$ cat config.mk
export PLATFORM = sky130hd
export DESIGN_NAME = regfile_writeback_flat
export DESIGN_NICKNAME = d
export VERILOG_FILES = /design/src/rtl/regfile_writeback_if.sv /design/src/rtl/regfile_writeback.sv /design/src/flat_wrapper.sv
export SDC_FILE = /design/constraint.sdc
export NUM_CORES = 2
export LEC_CHECK = 0
export BUFFER_PORTS_ARGS = -buffer_cell sky130_fd_sc_hd__buf_2
export CORE_AREA = 2 2 485 487
export DETAILED_ROUTE_END_ITERATION = 10
export DIE_AREA = 0 0 487 489
export HOLD_SLACK_MARGIN = 0.03
export SYNTH_ARGS = -nofsm -noshare
export SYNTH_HDL_FRONTEND = slang
export SYNTH_SLANG_ARGS = --single-unit
$ cat constraint.sdc
create_clock -name clk -period 3 [get_ports clk]
set_input_delay 0.3 -clock clk [delete_from_list [all_inputs] [get_ports clk]]
set_output_delay 0.3 -clock clk [all_outputs]
set_load 0.05 [all_outputs]
$ cat src/rtl/regfile_writeback_if.sv
// Issue/commit bundle between the issue stage and the register-file write-back unit.
// The master drives issues; the slave (write-back unit) returns the register file and the commit status.
interface regfile_writeback_if #(
  parameter int XLEN      = 32,
  parameter int NREG      = 32,
  parameter int FWD_DEPTH = 2
);
  localparam int AW = $clog2(NREG);

  logic                      uart_valid;
  logic [XLEN-1:0]           uart_data;
  logic                      load_valid;
  logic                      load_finish;
  logic [XLEN-1:0]           load_data;
  logic                      move_valid;
  logic [XLEN-1:0]           move_data;
  logic                      alu_valid;
  logic [XLEN-1:0]           alu_data;
  logic [AW-1:0]             waddr;
  logic [NREG*XLEN-1:0]      regs;
  logic                      done;
  logic [AW-1:0]             done_addr;
  logic                      busy;
  logic                      drop;
  logic [FWD_DEPTH*XLEN-1:0] fwd_data;
  logic [FWD_DEPTH*AW-1:0]   fwd_addr;
  logic [FWD_DEPTH-1:0]      fwd_valid;

  modport master (
    output uart_valid, uart_data, load_valid, load_finish, load_data,
           move_valid, move_data, alu_valid, alu_data, waddr,
    input  regs, done, done_addr, busy, drop, fwd_data, fwd_addr, fwd_valid
  );

  modport slave (
    input  uart_valid, uart_data, load_valid, load_finish, load_data,
           move_valid, move_data, alu_valid, alu_data, waddr,
    output regs, done, done_addr, busy, drop, fwd_data, fwd_addr, fwd_valid
  );
endinterface

$ cat src/rtl/regfile_writeback.sv
// Register-file write-back unit: commits UART, load, move and ALU results under one FSM,
// with a completion pulse and a shift-register forwarding history for hazard logic.
module regfile_writeback #(
  parameter int XLEN      = 32,
  parameter int NREG      = 32,
  parameter int FWD_DEPTH = 2,
  parameter bit ZERO_REG  = 1'b1
) (
  input logic               clk,
  input logic               rstn,
  regfile_writeback_if.slave bus
);
  localparam int AW = $clog2(NREG);

  typedef enum logic [1:0] {IDLE, ALU_WR, LOAD_WAIT, MOVE_FIN} state_t;

  state_t              state_reg, state_next;
  logic [AW-1:0]       addr_reg, addr_next;
  logic                done_reg, done_next;
  logic                drop_reg, drop_next;
  logic                wr_en;
  logic [AW-1:0]       wr_addr;
  logic [XLEN-1:0]     wr_data;
  logic [XLEN-1:0]     commit_data;
  logic                any_issue;

  logic [XLEN-1:0]      fwd_data_reg [FWD_DEPTH];
  logic [AW-1:0]        fwd_addr_reg [FWD_DEPTH];
  logic [FWD_DEPTH-1:0] fwd_valid_reg;

  assign any_issue = bus.uart_valid | bus.load_valid | bus.move_valid | bus.alu_valid;

  always_comb begin
    state_next = state_reg;
    addr_next  = addr_reg;
    done_next  = 1'b0;
    drop_next  = 1'b0;
    wr_en      = 1'b0;
    wr_addr    = addr_reg;
    wr_data    = bus.alu_data;
    case (state_reg)
      IDLE: begin
        if (bus.uart_valid) begin
          addr_next = bus.waddr;
          wr_en     = 1'b1;
          wr_addr   = bus.waddr;
          wr_data   = bus.uart_data;
          done_next = 1'b1;
          drop_next = bus.load_valid | bus.move_valid | bus.alu_valid;
        end else if (bus.load_valid) begin
          addr_next  = bus.waddr;
          state_next = LOAD_WAIT;
          drop_next  = bus.move_valid | bus.alu_valid;
        end else if (bus.move_valid) begin
          // Move data is only valid in the issue cycle, so it is written immediately.
          addr_next  = bus.waddr;
          wr_en      = 1'b1;
          wr_addr    = bus.waddr;
          wr_data    = bus.move_data;
          state_next = MOVE_FIN;
          drop_next  = bus.alu_valid;
        end else if (bus.alu_valid) begin
          addr_next  = bus.waddr;
          state_next = ALU_WR;
        end
      end
      ALU_WR: begin
        wr_en      = 1'b1;
        wr_data    = bus.alu_data;
        done_next  = 1'b1;
        state_next = IDLE;
        drop_next  = any_issue;
      end
      LOAD_WAIT: begin
        if (bus.load_finish) begin
          wr_en      = 1'b1;
          wr_data    = bus.load_data;
          done_next  = 1'b1;
          state_next = IDLE;
        end
        drop_next = any_issue;
      end
      MOVE_FIN: begin
        done_next  = 1'b1;
        state_next = IDLE;
        drop_next  = any_issue;
      end
      default: state_next = IDLE;
    endcase
  end

  // Hardwired-zero register: forwarding must see the value the register really holds.
  assign commit_data = (ZERO_REG && wr_addr == '0) ? '0 : wr_data;

  always_ff @(posedge clk) begin
    if (!rstn) begin
      state_reg <= IDLE;
      addr_reg  <= '0;
      done_reg  <= 1'b0;
      drop_reg  <= 1'b0;
    end else begin
      state_reg <= state_next;
      addr_reg  <= addr_next;
      done_reg  <= done_next;
      drop_reg  <= drop_next;
    end
  end

  always_ff @(posedge clk) begin
    if (!rstn) begin
      for (int k = 0; k < FWD_DEPTH; k++) begin
        fwd_data_reg[k] <= '0;
        fwd_addr_reg[k] <= '0;
      end
      fwd_valid_reg <= '0;
    end else if (wr_en) begin
      for (int k = FWD_DEPTH - 1; k > 0; k--) begin
        fwd_data_reg[k]  <= fwd_data_reg[k-1];
        fwd_addr_reg[k]  <= fwd_addr_reg[k-1];
        fwd_valid_reg[k] <= fwd_valid_reg[k-1];
      end
      fwd_data_reg[0]  <= commit_data;
      fwd_addr_reg[0]  <= wr_addr;
      fwd_valid_reg[0] <= 1'b1;
    end
  end

  genvar gi;
  generate
    for (gi = 0; gi < NREG; gi++) begin : g_reg
      logic [XLEN-1:0] r_reg;
      if (ZERO_REG && gi == 0) begin : g_zero
        assign r_reg = '0;
      end else begin : g_rw
        always_ff @(posedge clk) begin
          if (!rstn) begin
            r_reg <= '0;
          end else if (wr_en && wr_addr == AW'(gi)) begin
            r_reg <= wr_data;
          end
        end
      end
      assign bus.regs[gi*XLEN +: XLEN] = r_reg;
    end

    for (gi = 0; gi < FWD_DEPTH; gi++) begin : g_fwd
      assign bus.fwd_data[gi*XLEN +: XLEN] = fwd_data_reg[gi];
      assign bus.fwd_addr[gi*AW +: AW]     = fwd_addr_reg[gi];
    end
  endgenerate

  assign bus.fwd_valid = fwd_valid_reg;
  assign bus.done      = done_reg;
  assign bus.done_addr = addr_reg;
  assign bus.drop      = drop_reg;
  assign bus.busy      = (state_reg != IDLE);
endmodule

$ cat src/flat_wrapper.sv
// flat-port wrapper written by rule: the top's interface ports become plain ports
module regfile_writeback_flat 
#(
  parameter int XLEN      = 32,
  parameter int NREG      = 32,
  parameter int FWD_DEPTH = 2,
  parameter bit ZERO_REG  = 1'b1
)
  (clk, rstn, bus_uart_valid, bus_uart_data, bus_load_valid, bus_load_finish, bus_load_data, bus_move_valid, bus_move_data, bus_alu_valid, bus_alu_data, bus_waddr, bus_regs, bus_done, bus_done_addr, bus_busy, bus_drop, bus_fwd_data, bus_fwd_addr, bus_fwd_valid);
  regfile_writeback_if #(.XLEN(XLEN), .NREG(NREG), .FWD_DEPTH(FWD_DEPTH)) bus_i ();
  input logic clk;
  input logic rstn;
  input wire logic [$bits(bus_i.uart_valid)-1:0] bus_uart_valid;
  input wire logic [$bits(bus_i.uart_data)-1:0] bus_uart_data;
  input wire logic [$bits(bus_i.load_valid)-1:0] bus_load_valid;
  input wire logic [$bits(bus_i.load_finish)-1:0] bus_load_finish;
  input wire logic [$bits(bus_i.load_data)-1:0] bus_load_data;
  input wire logic [$bits(bus_i.move_valid)-1:0] bus_move_valid;
  input wire logic [$bits(bus_i.move_data)-1:0] bus_move_data;
  input wire logic [$bits(bus_i.alu_valid)-1:0] bus_alu_valid;
  input wire logic [$bits(bus_i.alu_data)-1:0] bus_alu_data;
  input wire logic [$bits(bus_i.waddr)-1:0] bus_waddr;
  output wire logic [$bits(bus_i.regs)-1:0] bus_regs;
  output wire logic [$bits(bus_i.done)-1:0] bus_done;
  output wire logic [$bits(bus_i.done_addr)-1:0] bus_done_addr;
  output wire logic [$bits(bus_i.busy)-1:0] bus_busy;
  output wire logic [$bits(bus_i.drop)-1:0] bus_drop;
  output wire logic [$bits(bus_i.fwd_data)-1:0] bus_fwd_data;
  output wire logic [$bits(bus_i.fwd_addr)-1:0] bus_fwd_addr;
  output wire logic [$bits(bus_i.fwd_valid)-1:0] bus_fwd_valid;
  assign bus_i.uart_valid = bus_uart_valid;
  assign bus_i.uart_data = bus_uart_data;
  assign bus_i.load_valid = bus_load_valid;
  assign bus_i.load_finish = bus_load_finish;
  assign bus_i.load_data = bus_load_data;
  assign bus_i.move_valid = bus_move_valid;
  assign bus_i.move_data = bus_move_data;
  assign bus_i.alu_valid = bus_alu_valid;
  assign bus_i.alu_data = bus_alu_data;
  assign bus_i.waddr = bus_waddr;
  assign bus_regs = bus_i.regs;
  assign bus_done = bus_i.done;
  assign bus_done_addr = bus_i.done_addr;
  assign bus_busy = bus_i.busy;
  assign bus_drop = bus_i.drop;
  assign bus_fwd_data = bus_i.fwd_data;
  assign bus_fwd_addr = bus_i.fwd_addr;
  assign bus_fwd_valid = bus_i.fwd_valid;
  regfile_writeback #(.XLEN(XLEN), .NREG(NREG), .FWD_DEPTH(FWD_DEPTH), .ZERO_REG(ZERO_REG)) u_core (.clk(clk), .rstn(rstn), .bus(bus_i));
endmodule
==> flow_summary.toml <==
[layout]
final_common_cell = "buf_2"
fin_cells = 8229
final_cell_mix = "buf_2, dfxtp_1, o211a_1, nand3_1, nand2_1"
area_delta_synth_final_pct = 35.8
fillers = 24900
largest_register_ffs = 992
layout-drive-gt1-share = 0.339
nNetsFinal = 5182

[cts]
cts_sinks = 1077
path_clk_slew_ns = 0.06
clkLatencyLatePin_ns = 0.81
tritoncts.num_buffers = 119
cts_tree = "yes"
clock_path_buffers = 3
h-tree-depth = 3
cts_root_buffer = "clkbuf_16"

[critical_path]
reg2reg_from = "u_core.state_reg[0]"
r2r-end = "u_core.g_reg[8].r_reg[5]"
critPathKind = "flip-flop to flip-flop"
cp_max_fo = 19
start_kind = "flip-flop"
crit_required_ns = 3.67
r2r_setup_slack_ns = 0.18
cp-end-kind = "flip-flop"
reg2reg_depth = 9
cp_data_arrival_time_ns = 3.48

[sta]
hold_viol = 0
period_minus_slack_ns = 2.82
clock_skew_ns = 0.0708
fin_crit_sh = 0.939
rsz0062_at_grt = "no"
tightest_slew_ns = 1.09
slew_viol_final = 0
relSlewSlack = 0.271
fmax_mhz = 355
setup_viol = 0

[placement]
gp_congestion = 0.827
dp_hpwl_um = 171000
io_buffers = 1215
dp.cells = 7967

[synthesis]
syn_avg_cell_area_sq_um = 10.5
synth_enable_flop_cells = 74
synth_seq_cells = 1077
netlist.area_leader.share = 0.474
yosys_warnings = 0
yosysSeqAreaShare = 0.527
yosys.cell_types.count = 72
yosys-top-cells-area = "dfxtp_1, o211a_1, nand3_1"
synthCells = 4022
synthArstFlopShare = 0
synth.largest_area_cell = "dfxtp_1"
ys.flop_type = "dfxtp_1"
netlist_area_sq_mm = 0.0423

[hold_path]
min-delay-start = "bus_move_data[4]"
min_to = "u_core.fwd_data_reg[0][4]"
hold_path_depth = 4
hold_path.class = "input pin to flip-flop"

[global_route]
gr-total-overflow = 0
grt_usage = 0.189
antenna_found_initial = 73
grt_max_degree = 193
grt_pass1_wl_um = 314000
grt_pass1_vias = 36500

[status]
status = "finished, final reports clean"

[drt]
ant_nets = 0
via_count = 39100
drt_drc_violations_left = 0
wl_um = 239000
dr.pass1.iters = 8
post_drt_via_cell_ratio = 4.75
drtIter0Drc = 3230
wl_per_cell_um = 29.0

[floorplan]
dieArea_sq_mm = 0.238
die_w_um = 487
design.core.area_sq_mm = 0.234
num_rows = 178
start_util = 0.181
io_pins = 1248
fp.dieH_um = 489

[power_and_ir_drop]
peakVddDrop_v = 0.000443
powerDensity_mw_per_mm2 = 661
leakagePower_uw = 0.0350
total_power_uw = 38000

[run]
drv_cap = 0
## critical path, cell delays in order (launching register included)
cell	delay (ns)
dfxtp_2	0.35
inv_1	0.23
o311ai_4	0.18
buf_4	0.34
a221oi_4	0.42
dlygate4sd3_1	0.62
buf_4	0.18
buf_4	0.18
nand2_1	0.06
o211a_1	0.13
## where the power goes
part / leakage, uW / internal [uW] / switching, uW
sequential: 0.00893 / 14900 / 273
clock: 0.00204 / 8850 / 6740
combinational: 0.0240 / 1560 / 5660
## synthesized netlist by cell type (4+ instances only)
cell / number
inv_1: 13
o2111ai_1: 17
a21oi_1: 40
o31ai_2: 12
dfxtp_1: 1003
o211a_1: 940
mux2i_1: 8
a22oi_1: 4
nand3_1: 585
buf_4: 49
o32a_1: 11
edfxtp_1: 74
nand2_1: 391
and3b_1: 4
and3_1: 39
nor2b_1: 10
a221oi_2: 29
and2_0: 4
o221a_2: 5
nand2b_1: 8
buf_1: 21
o21ai_1: 31
buf_2: 211
clkbuf_1: 287
o32ai_4: 7
nand3b_1: 30
o21ai_0: 15
nor3_1: 8
a31oi_1: 7
nor2_1: 42
and2_1: 16
clkbuf_2: 7
o221a_1: 36
## stage by stage
step / instance area, sq um / util / hold slack [ns] / worst slack (ns) / TNS, ns
after CTS: 57400 / 0.246 / 0.0336 / 0.0925 / 0
after detailed placement: 53100 / 0.227 / 0.469 / -0.127 / -1.32
after global placement: 53100 / 0.227 / 0.463 / -0.0498 / -0.441
after floorplan: 42500 / - / 0.379 / 0.599 / 0
after global routing: 57500 / 0.246 / 0.0939 / 0.0783 / 0
final: 57500 / 0.246 / 0.117 / 0.183 / 0
## routing by layer
| layer | vias up | track usage | part of all wire |
|---|---|---|---|
| met5 | - | 0 | 0.00014 |
| met4 | 6 | 0.104 | 0.057 |
| met3 | 508 | 0.0468 | 0.082 |
| met2 | 2246 | 0.325 | 0.49 |
| met1 | 19400 | 0.215 | 0.37 |
| li1 | 16900 | - | - |
## final cells by class
cell class	count	area (sq um)	area share
sequential	1077	22300	0.388
multi-input combinational	2385	18100	0.315
timing repair buffer	1443	8970	0.156
tap	3060	3830	0.0666
clock buffer	167	3470	0.0604
clock inverter	57	711	0.0124
inverter	16	60.1	0.00104
antenna	24	60.1	0.00104
## how the worst max path moves through the flow
stage | startpoint | to | slack (ns) | depth (start not counted)
after floorplan | rstn | u_core.fwd_addr_reg[0][0] | 0.60 | 4
after global placement | u_core.state_reg[0] | u_core.g_reg[2].r_reg[3] | -0.05 | 6
after detailed placement | u_core.state_reg[0] | u_core.g_reg[2].r_reg[3] | -0.13 | 6
after CTS | u_core.bus.done_addr[4] | u_core.g_reg[28].r_reg[27] | 0.09 | 5
after global routing | u_core.state_reg[0] | u_core.g_reg[14].r_reg[5] | 0.08 | 9
final | u_core.state_reg[0] | u_core.g_reg[8].r_reg[5] | 0.18 | 9
## cell families after synthesis
logic type	Yosys count	synth area share
AND/OR/NAND/NOR	1156	0.129
AO/OA/AOI/OAI	1187	0.278
adder cells (fa/ha/maj)	1	0.000236
flip-flops	1077	0.527
other	1	0.0000886
buffers and inverters	591	0.0632
multiplexers	9	0.00216
## what timing repair did
action | CTS | global route
gates resized for setup | 0 | 0
endpoints found under the hold margin | 30 | 0
setup endpoints to repair | 13 | 0
buffers inserted | 3 | 0
hold buffers | 11 | 0
(Power assumes the default switching activity.)
